File: src/rtl/rc4_xor_stream.sv
// Keystream XOR engine: prefetches keystream bytes into a small FIFO and XORs them with the input stream.
// Define RC4_XOR_DROP_EN to discard the first DROP_COUNT keystream bytes of every session.
module rc4_xor_stream #(
  parameter int KS_DEPTH   = 4,
  parameter int DROP_COUNT = 256
) (
  input  logic        clk,
  input  logic        rst,
  input  logic        start,
  input  logic [15:0] length,
  input  logic        ks_valid,
  input  logic [7:0]  ks_data,
  output logic        ks_ready,
  input  logic        in_valid,
  input  logic [7:0]  in_data,
  output logic        in_ready,
  output logic        out_valid,
  output logic [7:0]  out_data,
  input  logic        out_ready,
  output logic        busy,
  output logic        done
);
  localparam int AW = (KS_DEPTH > 1) ? $clog2(KS_DEPTH) : 1;
  localparam int CW = $clog2(KS_DEPTH + 1);
  localparam logic [CW-1:0] FULL_CNT = CW'(KS_DEPTH);

`ifdef RC4_XOR_DROP_EN
  typedef enum logic [1:0] {IDLE = 2'd0, DROP = 2'd1, RUN = 2'd2, DRAIN = 2'd3} state_t;
  localparam logic [15:0] DROP_LAST = 16'(DROP_COUNT - 1);
  logic [15:0] drop_cnt_q, drop_cnt_d;
`else
  typedef enum logic [1:0] {IDLE = 2'd0, RUN = 2'd2, DRAIN = 2'd3} state_t;
`endif

  state_t          state_q, state_d;
  logic [15:0]     rem_q, rem_d;
  logic [CW-1:0]   cnt_q, cnt_d;
  logic [AW-1:0]   wr_ptr_q, wr_ptr_d;
  logic [AW-1:0]   rd_ptr_q, rd_ptr_d;
  logic            out_valid_q, out_valid_d;
  logic [7:0]      out_data_q, out_data_d;
  logic            done_q, done_d;
  logic [7:0]      ks_mem_q [KS_DEPTH];

  logic            in_xfer;
  logic            ks_xfer;
  logic            push;
  logic            fifo_room;
  logic            fetch_ok;
  logic [7:0]      ks_head;

  always_comb begin
    ks_head   = ks_mem_q[rd_ptr_q];
    in_ready  = (state_q == RUN) && (cnt_q != '0) && (!out_valid_q || out_ready);
    in_xfer   = in_valid && in_ready;
    // A pop in the same cycle frees a slot, so a full FIFO can still take a byte.
    fifo_room = (cnt_q != FULL_CNT) || in_xfer;
    fetch_ok  = 16'(cnt_q) < rem_q;
    ks_ready  = (state_q == RUN) && fifo_room && fetch_ok;
`ifdef RC4_XOR_DROP_EN
    if (state_q == DROP) ks_ready = 1'b1;
`endif
    ks_xfer   = ks_valid && ks_ready;
    push      = ks_xfer && (state_q == RUN);

    state_d     = state_q;
    rem_d       = rem_q;
    cnt_d       = cnt_q;
    wr_ptr_d    = wr_ptr_q;
    rd_ptr_d    = rd_ptr_q;
    out_valid_d = out_valid_q;
    out_data_d  = out_data_q;
    done_d      = 1'b0;
`ifdef RC4_XOR_DROP_EN
    drop_cnt_d  = drop_cnt_q;
`endif

    if (push) wr_ptr_d = wr_ptr_q + AW'(1);
    if (in_xfer) begin
      rd_ptr_d    = rd_ptr_q + AW'(1);
      rem_d       = rem_q - 16'd1;
      out_valid_d = 1'b1;
      out_data_d  = in_data ^ ks_head;
    end else if (out_ready) begin
      out_valid_d = 1'b0;
    end
    cnt_d = cnt_q + CW'(push) - CW'(in_xfer);

    case (state_q)
      IDLE: begin
        if (start) begin
          rem_d = length;
          if (length == 16'd0) begin
            done_d = 1'b1;
          end else begin
`ifdef RC4_XOR_DROP_EN
            state_d    = DROP;
            drop_cnt_d = 16'd0;
`else
            state_d    = RUN;
`endif
          end
        end
      end
`ifdef RC4_XOR_DROP_EN
      DROP: begin
        if (ks_xfer) begin
          if (drop_cnt_q == DROP_LAST) state_d = RUN;
          else drop_cnt_d = drop_cnt_q + 16'd1;
        end
      end
`endif
      RUN: begin
        if (in_xfer && rem_q == 16'd1) state_d = DRAIN;
      end
      DRAIN: begin
        if (out_valid_q && out_ready) begin
          state_d = IDLE;
          done_d  = 1'b1;
        end
      end
      default: state_d = IDLE;
    endcase

    // Any leftover prefetched keystream is dropped whenever the block is idle.
    if (state_d == IDLE) begin
      cnt_d    = '0;
      wr_ptr_d = '0;
      rd_ptr_d = '0;
    end
  end

  always_ff @(posedge clk) begin
    if (rst) begin
      state_q     <= IDLE;
      rem_q       <= 16'd0;
      cnt_q       <= '0;
      wr_ptr_q    <= '0;
      rd_ptr_q    <= '0;
      out_valid_q <= 1'b0;
      out_data_q  <= 8'd0;
      done_q      <= 1'b0;
`ifdef RC4_XOR_DROP_EN
      drop_cnt_q  <= 16'd0;
`endif
    end else begin
      state_q     <= state_d;
      rem_q       <= rem_d;
      cnt_q       <= cnt_d;
      wr_ptr_q    <= wr_ptr_d;
      rd_ptr_q    <= rd_ptr_d;
      out_valid_q <= out_valid_d;
      out_data_q  <= out_data_d;
      done_q      <= done_d;
`ifdef RC4_XOR_DROP_EN
      drop_cnt_q  <= drop_cnt_d;
`endif
    end
  end

  always_ff @(posedge clk) begin
    if (push) ks_mem_q[wr_ptr_q] <= ks_data;
  end

  assign out_valid = out_valid_q;
  assign out_data  = out_data_q;
  assign busy      = (state_q != IDLE);
  assign done      = done_q;
endmodule

File: config.mk
export PLATFORM = sky130hd
export DESIGN_NAME = rc4_xor_stream
export DESIGN_NICKNAME = d
export VERILOG_FILES = /design/src/rtl/rc4_xor_stream.sv
export SDC_FILE = /design/constraint.sdc
export NUM_CORES = 1
export LEC_CHECK = 0
export CORE_ASPECT_RATIO = 0.6
export CORE_UTILIZATION = 45
export CTS_BUF_LIST = sky130_fd_sc_hd__clkbuf_8
export CTS_CLUSTER_DIAMETER = 100
export DETAILED_ROUTE_END_ITERATION = 12
export PLACE_DENSITY = 0.66
export SLEW_MARGIN = 20
export SYNTH_ARGS = -nofsm -noshare
export SYNTH_HDL_FRONTEND = slang
export SYNTH_SLANG_ARGS = --single-unit
File: constraint.sdc
create_clock -name clk -period 5.8 [get_ports clk]
set_clock_uncertainty 0.1 [all_clocks]
set_input_delay 0.58 -clock clk [delete_from_list [all_inputs] [get_ports clk]]
set_output_delay 0.58 -clock clk [all_outputs]
set_load 0.05 [all_outputs]
# == Word-level counts from Yosys, hierarchy flattened ==
# Memory sizes are Yosys's and may differ from the RTL's. A register that Yosys moved wholly into a read port is not among the register bits.
# Index checks and enable logic that the tools add are counted.
# classes
n_addsub,5
n_lt_le_gt_ge,1
eq_ne,4
muxes,18
bitwise_logic,1
n_reduce_logical,19
# ops
cell,count
16-bit 2-to-1 mux,3
"16-bit by 1-bit == test with 1-bit output, second input constant",1
16-bit logical NOT,1
3-bit by 16-bit < comparator with 1-bit output,1
"16-bit by 1-bit subtractor with 16-bit output, second input constant",1
2-bit 2-to-1 mux,6
1-bit logical AND,9
8-bit bitwise XOR,1
1-bit 2-to-1 mux,7
2-bit case mux with 3 select lines,1
"2-bit by 1-bit adder with 2-bit output, second input constant",2
"2-bit == test, second input constant",2
2-bit logical NOT,2
2-bit nonzero test,2
3-bit by 1-bit adder with 3-bit output,1
"3-bit inequality test, second input constant",1
3-bit nonzero test,1
3-bit by 1-bit subtractor with 3-bit output,1
1-bit logical OR,2
1-bit case mux with 2 select lines,1
2-bit OR reduction,1
1-bit logical NOT,1
# word_totals
ff_bits,35
ramBits,32
inputBits,38
output_inout_bits,13
elab_cells,57
mem_count,1
# mem_list
name,depth,width,rd,rd_ports_with_merged_regs,wr,line_no,text
ks_mem_q,4,8,1,1,1,43,logic [7:0] ks_mem_q [KS_DEPTH];

# == Depth between registers and ports, before layout ==
# depth
ltp_word,11
depth_mapped,13

# == Worst setup path before layout ==
# No wires, ideal clock.
# synth_path
kind,in2out
start,input port out_ready
end,output port ks_ready
t_arrival_ps,2178
t_required_ps,5120
slack_ps,2942
path_stages,5
n_path_buf,1
cell_sequence,and2b_4 nor3_2 buf_2 o21ai_0 nor2_1
# synth_via
elab_chain_cells,6
# synth_rtl
item,line_no,text
start: declaration,19,"input logic out_ready,"
1-bit logical OR,54,in_ready = (state_q == RUN) && (cnt_q != '0) && (!out_valid_q || out_ready);
1-bit logical AND,54,
1-bit logical AND,55,in_xfer = in_valid && in_ready;
1-bit logical OR,57,fifo_room = (cnt_q != FULL_CNT) || in_xfer;
1-bit logical AND (2 in a row),59,ks_ready = (state_q == RUN) && fifo_room && fetch_ok;
end: declaration,13,"output logic ks_ready,"
# Every way passes these cells.

# == Final worst setup path ==
# layout_path
start,register state_q[0]
end,output port ks_ready
# layout_via
elab_chain_cells,7
# layout_rtl
item,line_no,text
start: declaration,35,"state_t state_q, state_d;"
start signal: assignment,147,state_q <= state_d;
2-bit == test *,"54, 59",
1-bit logical AND (2 in a row),54,
1-bit logical AND,55,
1-bit logical OR,57,
1-bit logical AND * (2 in a row),59,
# Mark *: on every way between the ends. The rest lies on a longest branch, timed or not.

==> summary.md <==
| Metric | Value |
|---|---|
| First-pass GRT wire length | between 10,000 and 15,000 um |
| Final std cells w/o fill | approximately 420 |
| Final Critical Period | between 3 and 4 ns |
| Final Worst Setup Slack | ~2.2 ns |
| Worst Path Required | between 5 and 6 ns |
| Failing checks | DRC |
| Outcome | finished with violations |
| Fin Setup TNS | 0 ns |
| Cell Chain, Critical Path | inv_1 > ha_1 > nand2_2 > nor3_2 > buf_4 > o21ai_0 > nor2_1 > clkdlybuf4s50_1 |
| Final Hold Fails | 0 |
| Mapped Nets | 331 |
| Initial Util | 47.9% |
| Core box area | 6850 um2 |
| DP HPWL | between 4000 and 5000 um |
| Area leader, netlist | edfxtp_1 |
| Netlist cell types | 49 |
| Post-Syn Instances | between 200 and 300 |
| #FFs+latches synth | 69 |
| CP Capture Type | primary output |
| Layout cells sized above 1 | around 12% |
| DR pass1 iterations | 8 |
| Critical path type | reg2out |
| Clk Latency, worst-skew pair | roughly 0.34 ns |
| Detailed Route Iter0 Violations | roughly 150 |
| Die width | ~110 um |
| Ys async rst share | 0% |
| YS warnings | 0 |
| Die ar. | ~7600 um2 |
| Max Cap Violations | 0 |
| Fmax | about 0.28 GHz |
| Setup violators final | 0 |
| Overflow left after global routing | 0 |
| H-tree levels | 3 |
| TritonCTS clock tree | yes |
| Vias in the first global route | about 2,100 |
| Final #Nets | 384 |
| Crit share post-route | 61.7% |
| Top post-synthesis cells by area | edfxtp_1 (29%), dfxtp_1 (23%), mux4_2 (5.5%) |
| Critical path's largest stage delay | slightly above 0.8 ns |
| Final wirelength | roughly 6700 um |
| CTS hold repair buffers | 0 |
| # fillers | around 590 |
| Synth Flop Type | dfxtp_1 |
| Die Ht | 68.1 um |
| Startpoint Class | register |
| Largest net degree at the start of global routing | 33 |
| Dpl ws | ~2.3 ns |
| Routed vias/inst | around 5.3 |
| Hold Crit Class | reg2reg |
| Cell count after placement | 407 |
| CP Max Fanout | 27 |
| Row cnt | 23 |
| Avg Cell Area, Syn | ~12 um2 |
| Clock Sinks | around 70 |
| Cts bufs inserted | 9 |
| Antenna fix cells | 0 |
| Number of flops mapped to enable cells by yosys | 32 |
| Pwr Density | about 270 nW/um2 |
| Total power draw | around 1100 uW |
| GRT Overall Usage | 19.7% |
| Crit path buf inv count | 3 |
| Final GP Congestion | ~0.80 |
| Drt drc | 5 |
| CTS Root Cell | clkbuf_8 |
| Post-CTS sizing | 0 |
| Post-Synthesis Cell Area | between 3000 and 4000 um2 |
| Via count | 2,223 |
| Post-CTS Repair Setup Buffers | 0 |
| Yosys top cell area share | 29.3% |
| Slew @ Worst Pin | 0.947 ns |
| Slew Viols, Final | 0 |
| I/O Pins | 51 |
| DR WL/cell | 15.9 um |
| CP max-delay cell | clkdlybuf4s50_1 |
| Max clock buf depth | 2 |
| Final core occ | approximately three fifths |
| I/O Buffers | 50 |
| RSZ-0062 raised after global routing | false |
| Post-synthesis sequential area ratio | about half |
| P_leak | roughly 0.0014 uW |
| Layout area overhead | 23.1% |
| Peak VDD IR | approximately 0.13 mV |
| Worst Path Arrival | roughly 2.9 ns |
| Routed Antenna Nets | 0 |
| Delay-heaviest family, CP | buffers and inverters |
| Slew margin rel. | 36.7% |
| Initial antenna violation count | 0 |
| Clk slew on worst S/H paths | roughly 0.070 ns |
[path summary, 6_finish.rpt]
check	startpoint	endpoint	slack [ns]	cells after the start
worst min register to register	out_data[0]	out_data[0]	0.41	2
worst max-delay path	state_q[0]	ks_ready	2.22	8
worst min-delay path	out_data[0]	out_data[0]	0.41	2
worst max register to register	state_q[0]	cnt_q[2]	2.66	14
[synthesized netlist by cell type, drive strengths merged, types with 3 or more instances]
cell / instances
nand2: 9
clkbuf: 7
o21ai: 7
edfxtp: 32
nand3: 6
xor2: 11
and3: 5
nand4: 3
ha: 14
a21oi: 6
nand4b: 3
a211oi: 21
xnor2: 14
mux4: 8
nor4: 7
inv: 14
nor3: 5
nor2: 41
dfxtp: 37
[per-stage QoR]
step	instance area [um2]	hold WS, ns
final	4040	0.411
after detailed placement	3840	0.403
after CTS	4040	0.413
after floorplan	3280	0.382
after global routing	4040	0.452
after global placement	3840	0.386
[layer usage]
layer	up-vias	GRT usage [%]	share of wire, %
met2	58	28.3	41
met3	5	6.11	6.7
met4	0	6.00	0.91
met1	1029	28.3	51
met5	-	0	0
li1	1131	-	-
[registers in the layout, summed over array words and instances, names as in the netlist, named ones only]
signal	cells
cnt_q	3
out_valid	1
done	1
wr_ptr_q	2
ks_mem_q	32
rem_q	16
state_q	2
rd_ptr_q	2
out_data	8
[cells in the final DEF (no fill, tap or decap), types with 2 or more instances in the layout]
cell	count
clkdlybuf4s50_1	50
nor2_1	40
dfxtp_1	37
edfxtp_1	32
a211oi_1	21
inv_1	14
xnor2_1	14
ha_1	14
xor2_1	11
clkbuf_8	9
nand2_1	8
mux4_2	8
o21ai_0	6
a21oi_1	6
and3_1	5
nand3_1	5
nor4_1	4
nor3_1	3
nand4b_1	3
nand4_1	3
clkinvlp_4	3
or4_4	2
o211ai_1	2
nor3b_1	2
and2_1	2
nor4_4	2
or3_1	2
a311oi_1	2
buf_4	2
[cell type report]
class                   instances  area [um2]  area share (%)
flip-flops and latches         69        1700            42.1
multi-input cells             185        1460            36.2
repair buffers                 52         515            12.8
clock buffers                   9         124            3.07
well taps                      87         109            2.70
clock inverters                 7        75.1            1.86
inverters                      14        52.6            1.30
[logic make-up after synthesis]
kind of cell	Yosys count	share of synthesized area, %
adder cells (fa/ha/maj)	15	5.95
AND/OR/NAND/NOR	93	17.0
flip-flops	69	51.9
XOR/XNOR	25	6.68
AO/OA/AOI/OAI	44	9.39
buffers and inverters	24	3.59
multiplexers	8	5.49
[worst reg2reg max path: stages, from the launching register on]
cell	delay [ns]
dfxtp_1	0.37
inv_1	0.12
ha_1	0.38
nand2_2	0.18
nor3_2	0.12
buf_4	0.32
o211ai_1	0.19
nor2_1	0.12
inv_1	0.05
ha_1	0.26
inv_1	0.04
ha_1	0.18
fa_1	0.38
xnor2_1	0.16
nor2_1	0.05
[where the power goes]
part           leakage (uW)  switching (uW)  internal (uW)
Combinational      0.000689            93.8           78.1
Clock             0.0000918             186            200
Sequential         0.000592            17.6            529
Power figures use the tool's default switching activity.
